## config.mk

```make
export PLATFORM = sky130hd
export DESIGN_NAME = data_cache
export DESIGN_NICKNAME = d
export VERILOG_FILES = /design/src/rtl/dcache_pkg.sv /design/src/rtl/dcache_array.sv /design/src/rtl/data_cache.sv
export SDC_FILE = /design/constraint.sdc
export NUM_CORES = 1
export LEC_CHECK = 0
export CAP_MARGIN = 30
export CORE_MARGIN = 4
export CORE_UTILIZATION = 50
export CTS_BUF_LIST = sky130_fd_sc_hd__clkbuf_2
export DETAILED_ROUTE_END_ITERATION = 16
export PLACE_DENSITY = 0.7
export SLEW_MARGIN = 20
export SYNTH_ARGS = -nofsm -noshare
export SYNTH_HDL_FRONTEND = slang
export SYNTH_HIERARCHICAL = 1
export SYNTH_SLANG_ARGS = --single-unit
```

## constraint.sdc

```tcl
create_clock -name CLK -period 13.1 [get_ports CLK]
set_input_delay 3.93 -clock CLK [delete_from_list [all_inputs] [get_ports CLK]]
set_output_delay 3.93 -clock CLK [all_outputs]
set_load 0.03 [all_outputs]
```

## src/rtl/dcache_pkg.sv

```systemverilog
// Shared types and field positions for the direct-mapped write-back data cache.
// The block memory is addressed in 16-byte blocks; the CPU side in 32-bit words.
package dcache_pkg;

  typedef enum logic [1:0] {
    IDLE      = 2'd0,
    WRITEBACK = 2'd1,
    FETCH     = 2'd2
  } state_t;

  localparam int BLOCK_BITS    = 128;
  localparam int WORD_BITS     = 32;
  localparam int MEM_ADDR_BITS = 28;
  localparam int ADDR_BITS     = 32;
  localparam int OFFSET_LSB    = 2;
  localparam int OFFSET_BITS   = 2;
  localparam int INDEX_LSB     = 4;

  function automatic logic [WORD_BITS-1:0] select_word(
    input logic [BLOCK_BITS-1:0]  blk,
    input logic [OFFSET_BITS-1:0] off
  );
    return blk[off*WORD_BITS +: WORD_BITS];
  endfunction

endpackage

```

## src/rtl/dcache_array.sv

```systemverilog
// Line storage: valid/dirty bits (async-cleared) plus tag and data arrays (not reset).
// Reads are combinational by index; word writes and block fills land at the clock edge.
module dcache_array
  import dcache_pkg::*;
#(
  parameter int NUM_SETS = 8,
  parameter int IDX      = $clog2(NUM_SETS),
  parameter int TAG_BITS = MEM_ADDR_BITS - IDX
) (
  input  logic                   clk,
  input  logic                   reset,
  input  logic [IDX-1:0]         index,
  output logic                   line_valid,
  output logic                   line_dirty,
  output logic [TAG_BITS-1:0]    line_tag,
  output logic [BLOCK_BITS-1:0]  line_data,
  input  logic                   word_we,
  input  logic [OFFSET_BITS-1:0] word_offset,
  input  logic [WORD_BITS-1:0]   word_data,
  input  logic                   fill_we,
  input  logic [TAG_BITS-1:0]    fill_tag,
  input  logic [BLOCK_BITS-1:0]  fill_data
);

  logic [NUM_SETS-1:0]   valid;
  logic [NUM_SETS-1:0]   dirty;
  logic [TAG_BITS-1:0]   tag_mem  [NUM_SETS];
  logic [BLOCK_BITS-1:0] data_mem [NUM_SETS];

  assign line_valid = valid[index];
  assign line_dirty = dirty[index];
  assign line_tag   = tag_mem[index];
  assign line_data  = data_mem[index];

  always_ff @(posedge clk or posedge reset) begin
    if (reset) begin
      valid <= '0;
      dirty <= '0;
    end else if (fill_we) begin
      valid[index] <= 1'b1;
      dirty[index] <= 1'b0;
    end else if (word_we) begin
      dirty[index] <= 1'b1;
    end
  end

  // A fill replaces the whole line, so it takes priority over a word write.
  always_ff @(posedge clk) begin
    if (fill_we) begin
      tag_mem[index]  <= fill_tag;
      data_mem[index] <= fill_data;
    end else if (word_we) begin
      data_mem[index][word_offset*WORD_BITS +: WORD_BITS] <= word_data;
    end
  end

endmodule

```

## src/rtl/data_cache.sv

```systemverilog
// Write-back, write-allocate, direct-mapped data cache between the MEM stage and
// 128-bit block memory. Hits complete with no stall; misses stall via BUSYWAIT.
module data_cache
  import dcache_pkg::*;
#(
  parameter int NUM_SETS = 8
) (
  input  logic                     CLK,
  input  logic                     RESET,
  input  logic                     READ,
  input  logic                     WRITE,
  input  logic [ADDR_BITS-1:0]     ADDRESS,
  input  logic [WORD_BITS-1:0]     WRITEDATA,
  output logic [WORD_BITS-1:0]     READDATA,
  output logic                     BUSYWAIT,
  output logic                     MEM_READ,
  output logic                     MEM_WRITE,
  output logic [MEM_ADDR_BITS-1:0] MEM_ADDRESS,
  output logic [BLOCK_BITS-1:0]    MEM_WRITEDATA,
  input  logic [BLOCK_BITS-1:0]    MEM_READDATA,
  input  logic                     MEM_BUSYWAIT
);

  localparam int IDX      = $clog2(NUM_SETS);
  localparam int TAG_BITS = MEM_ADDR_BITS - IDX;

  state_t state, next_state;

  logic [IDX-1:0]         index;
  logic [TAG_BITS-1:0]    addr_tag;
  logic [OFFSET_BITS-1:0] offset;
  logic                   line_valid, line_dirty;
  logic [TAG_BITS-1:0]    line_tag;
  logic [BLOCK_BITS-1:0]  line_data;
  logic                   req, hit, word_we, fill_we;
  logic                   unused_byte_bits;

  assign index            = ADDRESS[INDEX_LSB +: IDX];
  assign addr_tag         = ADDRESS[ADDR_BITS-1 : INDEX_LSB+IDX];
  assign offset           = ADDRESS[OFFSET_LSB +: OFFSET_BITS];
  assign unused_byte_bits = ^ADDRESS[OFFSET_LSB-1:0];

  // Exactly one of READ/WRITE makes a request; both high is ignored outright.
  assign req      = READ ^ WRITE;
  assign hit      = (state == IDLE) && line_valid && (line_tag == addr_tag);
  assign READDATA = select_word(line_data, offset);

  dcache_array #(
    .NUM_SETS(NUM_SETS),
    .IDX     (IDX),
    .TAG_BITS(TAG_BITS)
  ) u_array (
    .clk        (CLK),
    .reset      (RESET),
    .index      (index),
    .line_valid (line_valid),
    .line_dirty (line_dirty),
    .line_tag   (line_tag),
    .line_data  (line_data),
    .word_we    (word_we),
    .word_offset(offset),
    .word_data  (WRITEDATA),
    .fill_we    (fill_we),
    .fill_tag   (addr_tag),
    .fill_data  (MEM_READDATA)
  );

  always_ff @(posedge CLK or posedge RESET) begin
    if (RESET) state <= IDLE;
    else       state <= next_state;
  end

  // Memory handshake: a request is held while MEM_BUSYWAIT is high and is
  // considered served at the first posedge that samples MEM_BUSYWAIT low.
  always_comb begin
    next_state    = state;
    BUSYWAIT      = req && !hit;
    MEM_READ      = 1'b0;
    MEM_WRITE     = 1'b0;
    MEM_ADDRESS   = '0;
    MEM_WRITEDATA = '0;
    word_we       = 1'b0;
    fill_we       = 1'b0;
    case (state)
      IDLE: begin
        if (req) begin
          if (hit)                          word_we    = WRITE;
          else if (line_valid && line_dirty) next_state = WRITEBACK;
          else                               next_state = FETCH;
        end
      end
      WRITEBACK: begin
        MEM_WRITE     = 1'b1;
        MEM_ADDRESS   = {line_tag, index};
        MEM_WRITEDATA = line_data;
        if (!MEM_BUSYWAIT) next_state = FETCH;
      end
      FETCH: begin
        MEM_READ    = 1'b1;
        MEM_ADDRESS = ADDRESS[ADDR_BITS-1:INDEX_LSB];
        if (!MEM_BUSYWAIT) begin
          fill_we    = 1'b1;
          next_state = IDLE;
        end
      end
      default: next_state = IDLE;
    endcase
  end

endmodule
```

**Word level (Yosys, flattened, before mapping)**

Memory sizes are Yosys's and may differ from the RTL's.
Cells that the tools add are included.
W data, S select, Z words.

- Memory bits (writable): 1224
- Input port bits: 197
- Memories kept: 2
- Register bits after elaboration: 18
- Output and inout port bits: 191
- Word-level logic and storage cells: 316

Memories:

| name | words | bits a word | rd ports | clocked after Yosys merged registers in | wr ports | line | RTL |
|---|---|---|---|---|---|---|---|
| u_array.data_mem | 8 | 128 | 1 | 0 | 1 | dcache_array.sv:28 | `logic [BLOCK_BITS-1:0] data_mem [NUM_SETS];` |
| u_array.tag_mem | 8 | 25 | 1 | 0 | 1 | dcache_array.sv:27 | `logic [TAG_BITS-1:0] tag_mem [NUM_SETS];` |

- Reduce and logical (&&, ||, !) cells: 9
- $lt $le $gt $ge: 2
- Bitwise logic cells: 133
- Add/subtract/negate cells: 1
- Equality and inequality tests: 7
- Mux-type cells: 156
- Shift-type cells: 3

Operators with widths:

| cell | count |
|---|---|
| $mux W128 | 2 |
| $mux W1 | 142 |
| $or A1 B1 Y1 | 128 |
| $shift A32 B34 Y128 const A | 1 |
| $shiftx A128 B8 Y32 | 1 |
| $shiftx A32 B34 Y128 | 1 |
| $pmux W28 S2 | 1 |
| $neg A7 Y34 | 1 |
| $eq A25 B25 Y1 | 1 |
| $mux W8 | 2 |
| $or A8 B8 Y8 | 2 |
| $mux W2 | 5 |
| $and A8 B8 Y8 | 1 |
| $ne A2 B2 Y1 const B | 4 |
| $not A8 Y8 | 1 |
| $bmux W1 S3 | 2 |
| $pmux W2 S3 | 1 |
| $logic_and A1 B1 Y1 | 5 |
| $lt A3 B4 Y1 const B | 1 |
| $reduce_and A4 Y1 | 1 |
| $demux W1 S3 | 1 |
| $ge A3 B1 Y1 const B | 1 |
| $eq A2 B1 Y1 const B | 1 |
| $eq A2 B2 Y1 const B | 1 |
| 4 further kinds | 4 |

**Longest topological paths before layout**

- Depth after elaboration: 11
- Gate-level depth with buffers: 15
- Depth with buffers taken out: 9

**Hierarchy**

Netlist, hierarchy kept.

By module, submodules not included:

| module | area an instance (um^2) | instances | cells an instance | sequential area each (um^2) |
|---|---|---|---|---|
| dcache_array | 48411.4 | 1 | 2132 | 37155.6 |
| data_cache | 2468.6 | 1 | 299 | 50.0 |

**Least setup slack after synthesis**

Ideal clock, no wire load.

- Path type: input -> output
- Start: input port ADDRESS[4]
- End: output port BUSYWAIT
- Data arrival time: 6236 ps
- Buffers on the path: 3
- Data required time: 9170 ps
- Path slack: 2934 ps
- Stages: 10
- Path through: buf_2 buf_6 buf_6 mux4_2 mux2_2 xnor2_1 nand4_1 or4_4 nor2_1 nor2_1

- Elaborated cells on any way between the ends: 8
- Classes of those cells: eq/ne: 1; mux: 2; reduce/logical: 4; memory: 1

RTL lines:

| item | line | RTL |
|---|---|---|
| from (decl) | data_cache.sv:12 | `input logic [ADDR_BITS-1:0] ADDRESS,` |
| $mem_v2 Z8 W25 | - |  |
| net line_tag[2] | data_cache.sv:33 | `logic [TAG_BITS-1:0] line_tag;` |
| $eq A25 B25 Y1 | data_cache.sv:45 | `assign hit = (state == IDLE) && line_valid && (line_tag == addr_tag);` |
| $logic_and A1 B1 Y1 | data_cache.sv:45 |  |
| $logic_not A1 Y1 | data_cache.sv:77 | `BUSYWAIT = req && !hit;` |
| $logic_and A1 B1 Y1 | data_cache.sv:77 |  |
| to (decl) | data_cache.sv:15 | `output logic BUSYWAIT,` |

The timed path passes the listed nets, and every way through them passes these cells. The select of a mux whose other input is x is not followed.

**Worst setup path in the final report**

- Start: input port ADDRESS[4]
- End: output port READDATA[11]

- Cells in the longest elaborated chain, start to end: 2

RTL lines:

| item | line | RTL |
|---|---|---|
| $mem_v2 Z8 W128 | - |  |
| net line_data[107] | data_cache.sv:34 | `logic [BLOCK_BITS-1:0] line_data;` |
| $shiftx A128 B8 Y32 | dcache_pkg.sv:23 | `return blk[off*WORD_BITS +: WORD_BITS];` |
| to (decl) | data_cache.sv:14 | `output logic [WORD_BITS-1:0] READDATA,` |

The timed path passes the listed nets, and every way through them passes these cells.

==> key figures <==
Pwr
  • Flop pwr share: 56.8%
  • Pwr/cell area: between 100 and 150 mW/mm^2
  • Sw Share: 26.42%
  • Clock power share: 30.9%
  • Leak Pwr: between 15 and 20 nW
  • Net Switching: 2.112 mW
  • Peak supply drop: 0.07071 mV
  • Power share of the combinational group: around 12%
  • Internal power: 5.882 mW
  • Overall power: 7.994 mW

Synth
  • Syn_nets: 2636
  • Mapped Area: 0.05088 mm^2
  • Synth cell types: 42
  • FF+latch count, synth: about 1200
  • EDFF count, synth: 1224
  • Dominant synthesized flop cell: edfxtp_1
  • Seq/Total Area, Yosys: 73.12%
  • FFs w/ async S/R, synth: 1.449%
  • Synth warn: 6
  • Syn avg cell area: ~21 um^2
  • Syn Inst Count: 2431

Floorplan
  • Core area: 0.1006 mm^2
  • Rows: 116
  • Initial Util: between 50% and 60%
  • I/O pin total: about 390
  • Width of the die: 327 um
  • Die area: 0.1069 mm^2
  • Die H: 327 um

Route
  • DRC Markers: 0
  • WL final: 143.0 mm
  • Iter 0 DRT Violations: 3386
  • Drt via density: 6.036
  • Per-cell routed wire length: 30.77 um
  • Post-route ant nets: 0
  • TritonRoute pass-1 iters: 6
  • Via count: 28050

GRT
  • Grt ovf: 0
  • Vias in the first global route: 28980
  • Largest net degree at the start of global routing: 133
  • First-pass GRT wire length: ~200 mm
  • Initial antenna violation count: 21
  • Global Route Usage Sum: 26.56%

Place
  • Post-DP HPWL: roughly 90 mm
  • Placement Setup Slack: 1.467 ns
  • GP Congestion: approximately 0.89
  • Port buffer count: 385

Clock tree
  • Skew-Pair Late Insertion Delay: 1.62 ns
  • CTS hold repair buffers: 0
  • Resize count post-CTS: 0
  • CTS Buf Count: 319
  • Number of H-tree levels: 5
  • Setup bufs post-CTS: 0
  • Clk sinks: 1242
  • CTS tree: yes
  • Longest Clk Path Bufs: 4
  • Worst-path clk slew: 0.09 ns
  • CTS Root Cell: clkbuf_2

STA
  • Min Tclk post-route: 11.53 ns
  • Final period utilization: 88.05%
  • Hold slack: 0.4772 ns
  • Fin Setup TNS: 0 ns
  • Final Setup Violations: 0
  • Max_slew headroom: between 10% and 20%
  • Hold violation count in the final report: 0
  • Fmax: 86.69 MHz
  • Slew Viols, Final: 0
  • RSZ-0062 raised after global routing: false
  • Worst-Margin Slew: 1.291 ns
  • Setup Skew: 0.2555 ns
  • Worst setup margin: 1.565 ns

Layout
  • Nets: between 3000 and 4000
  • Most common cell after layout, fill and taps aside: edfxtp_1
  • Most frequent cells in the layout: 1224 x edfxtp_1, 439 x clkbuf_2, 380 x clkdlybuf4s50_1
  • P&R area growth vs syn: 16.54%
  • Layout Utilization: just under 60%
  • Share of layout cells above drive strength 1: between 30% and 40%

Min path
  • Min-delay worst type: register to register

Critical path
  • Crit path launch type: input pin
  • Setup Crit Path Kind: input pin to output port
  • Worst Path Arrival: around 7.6 ns
  • Worst setup EP type: output port
  • Worst EP required: ~9.2 ns
  • CP Max Fanout: 77

Outcome
  • Outcome: finished clean

Flow run
  • Maxcap violations: 0
-- worst max-delay path, cell delays in order --
cell and delay [ns]:
buf_8 0.64, buf_4 0.77, mux4_2 0.60, mux2_2 0.34
mux4_2 0.58, clkdlybuf4s50_1 0.63
-- synth_stat cells (3+ instances only) --
library cell | number | share of area (%)
dfrtp_1 | 18 | 0.89
nand4_1 | 3 | 0.037
a21oi_1 | 5 | 0.049
ha_1 | 8 | 0.20
o21ai_1 | 30 | 0.30
clkbuf_1 | 77 | 0.57
nor3_1 | 14 | 0.14
and2_1 | 131 | 1.6
xnor2_1 | 14 | 0.24
inv_1 | 7 | 0.052
mux4_2 | 342 | 15
a22oi_1 | 25 | 0.37
nor2b_1 | 30 | 0.37
o21ai_0 | 8 | 0.079
buf_1 | 22 | 0.16
nand2_1 | 85 | 0.63
buf_6 | 27 | 0.60
nand2b_1 | 4 | 0.049
edfxtp_1 | 1224 | 72
a22o_1 | 91 | 1.6
nor4_1 | 4 | 0.049
buf_2 | 22 | 0.22
nand3b_1 | 4 | 0.059
or2_2 | 7 | 0.086
nand3_1 | 4 | 0.039
xor2_1 | 12 | 0.21
mux2_2 | 155 | 3.4
a31oi_1 | 6 | 0.074
nor2_1 | 37 | 0.27
-- kinds of logic (layout without fill, tap and decap cells) --
kind of cell,count (synthesis),count (layout),share of synthesized area (%)
multiplexers,499,499,18.61
buffers and inverters,156,1006,1.611
adder cells (fa/ha/maj),8,8,0.1967
AO/OA/AOI/OAI,169,169,2.506
other,0,9,0
AND/OR/NAND/NOR,331,331,3.507
XOR/XNOR,26,26,0.4476
flip-flops,1242,1242,73.12
-- cell type report --
cell class / count / area, um^2
fillers: 7416 / 41290
flip-flops and latches: 1242 / 37210
multi-input cells: 1033 / 13120
repair buffers: 458 / 4513
clock buffers: 439 / 2197
well taps: 1357 / 1698
clock inverters: 102 / 510.5
inverters: 7 / 26.28
diodes: 9 / 22.52
-- state kept, by name (all words and copies together), names as in the netlist, named ones only --
signal / cells
u_array/data_mem: 1024
u_array/tag_mem: 200
state: 2
u_array/valid: 8
-- metrics by stage --
step,instance area (um^2),instances
global route,59290,4643
detailed placement,56540,4096
CTS,59250,4637
floorplan,50880,2431
global placement,56500,4094
finish,59300,4647
-- per-layer routing --
layer | track usage (%) | vias to the layer above | part of all wire (%)
met5 | 0 | - | 0.019
met4 | 9.220 | 4 | 2.8
met3 | 10.42 | 189 | 13
met2 | 40.81 | 1757 | 47
met1 | 34.95 | 14580 | 37
li1 | - | 11520 | -
-- power by group through the flow --
stage	Sequential [mW]	Clock, mW	Combinational, mW
finish	4.54	2.47	0.987
global route	4.55	2.77	1.03
CTS	4.54	2.54	0.979
global placement	4.62	0	0.959
floorplan	4.62	0	0.551
detailed placement	4.63	0	0.976
-- path summary, 6_finish.rpt --
kind / start / endpoint / slack [ns] / cells past startpoint
max: ADDRESS[4] / READDATA[11] / 1.57 / 6
min: u_array/valid[5] / u_array/valid[5] / 0.48 / 1
max reg2reg: u_array/tag_mem[7][3] / u_array/data_mem[6][44] / 7.81 / 10
min reg2reg: u_array/valid[5] / u_array/valid[5] / 0.48 / 1
max in group asynchronous: RESET / asynchronous set/reset pin / 9.66 / 2
min in group asynchronous: RESET / state[1] / 2.79 / 2
Note: power is estimated with default switching activity, not from simulation.
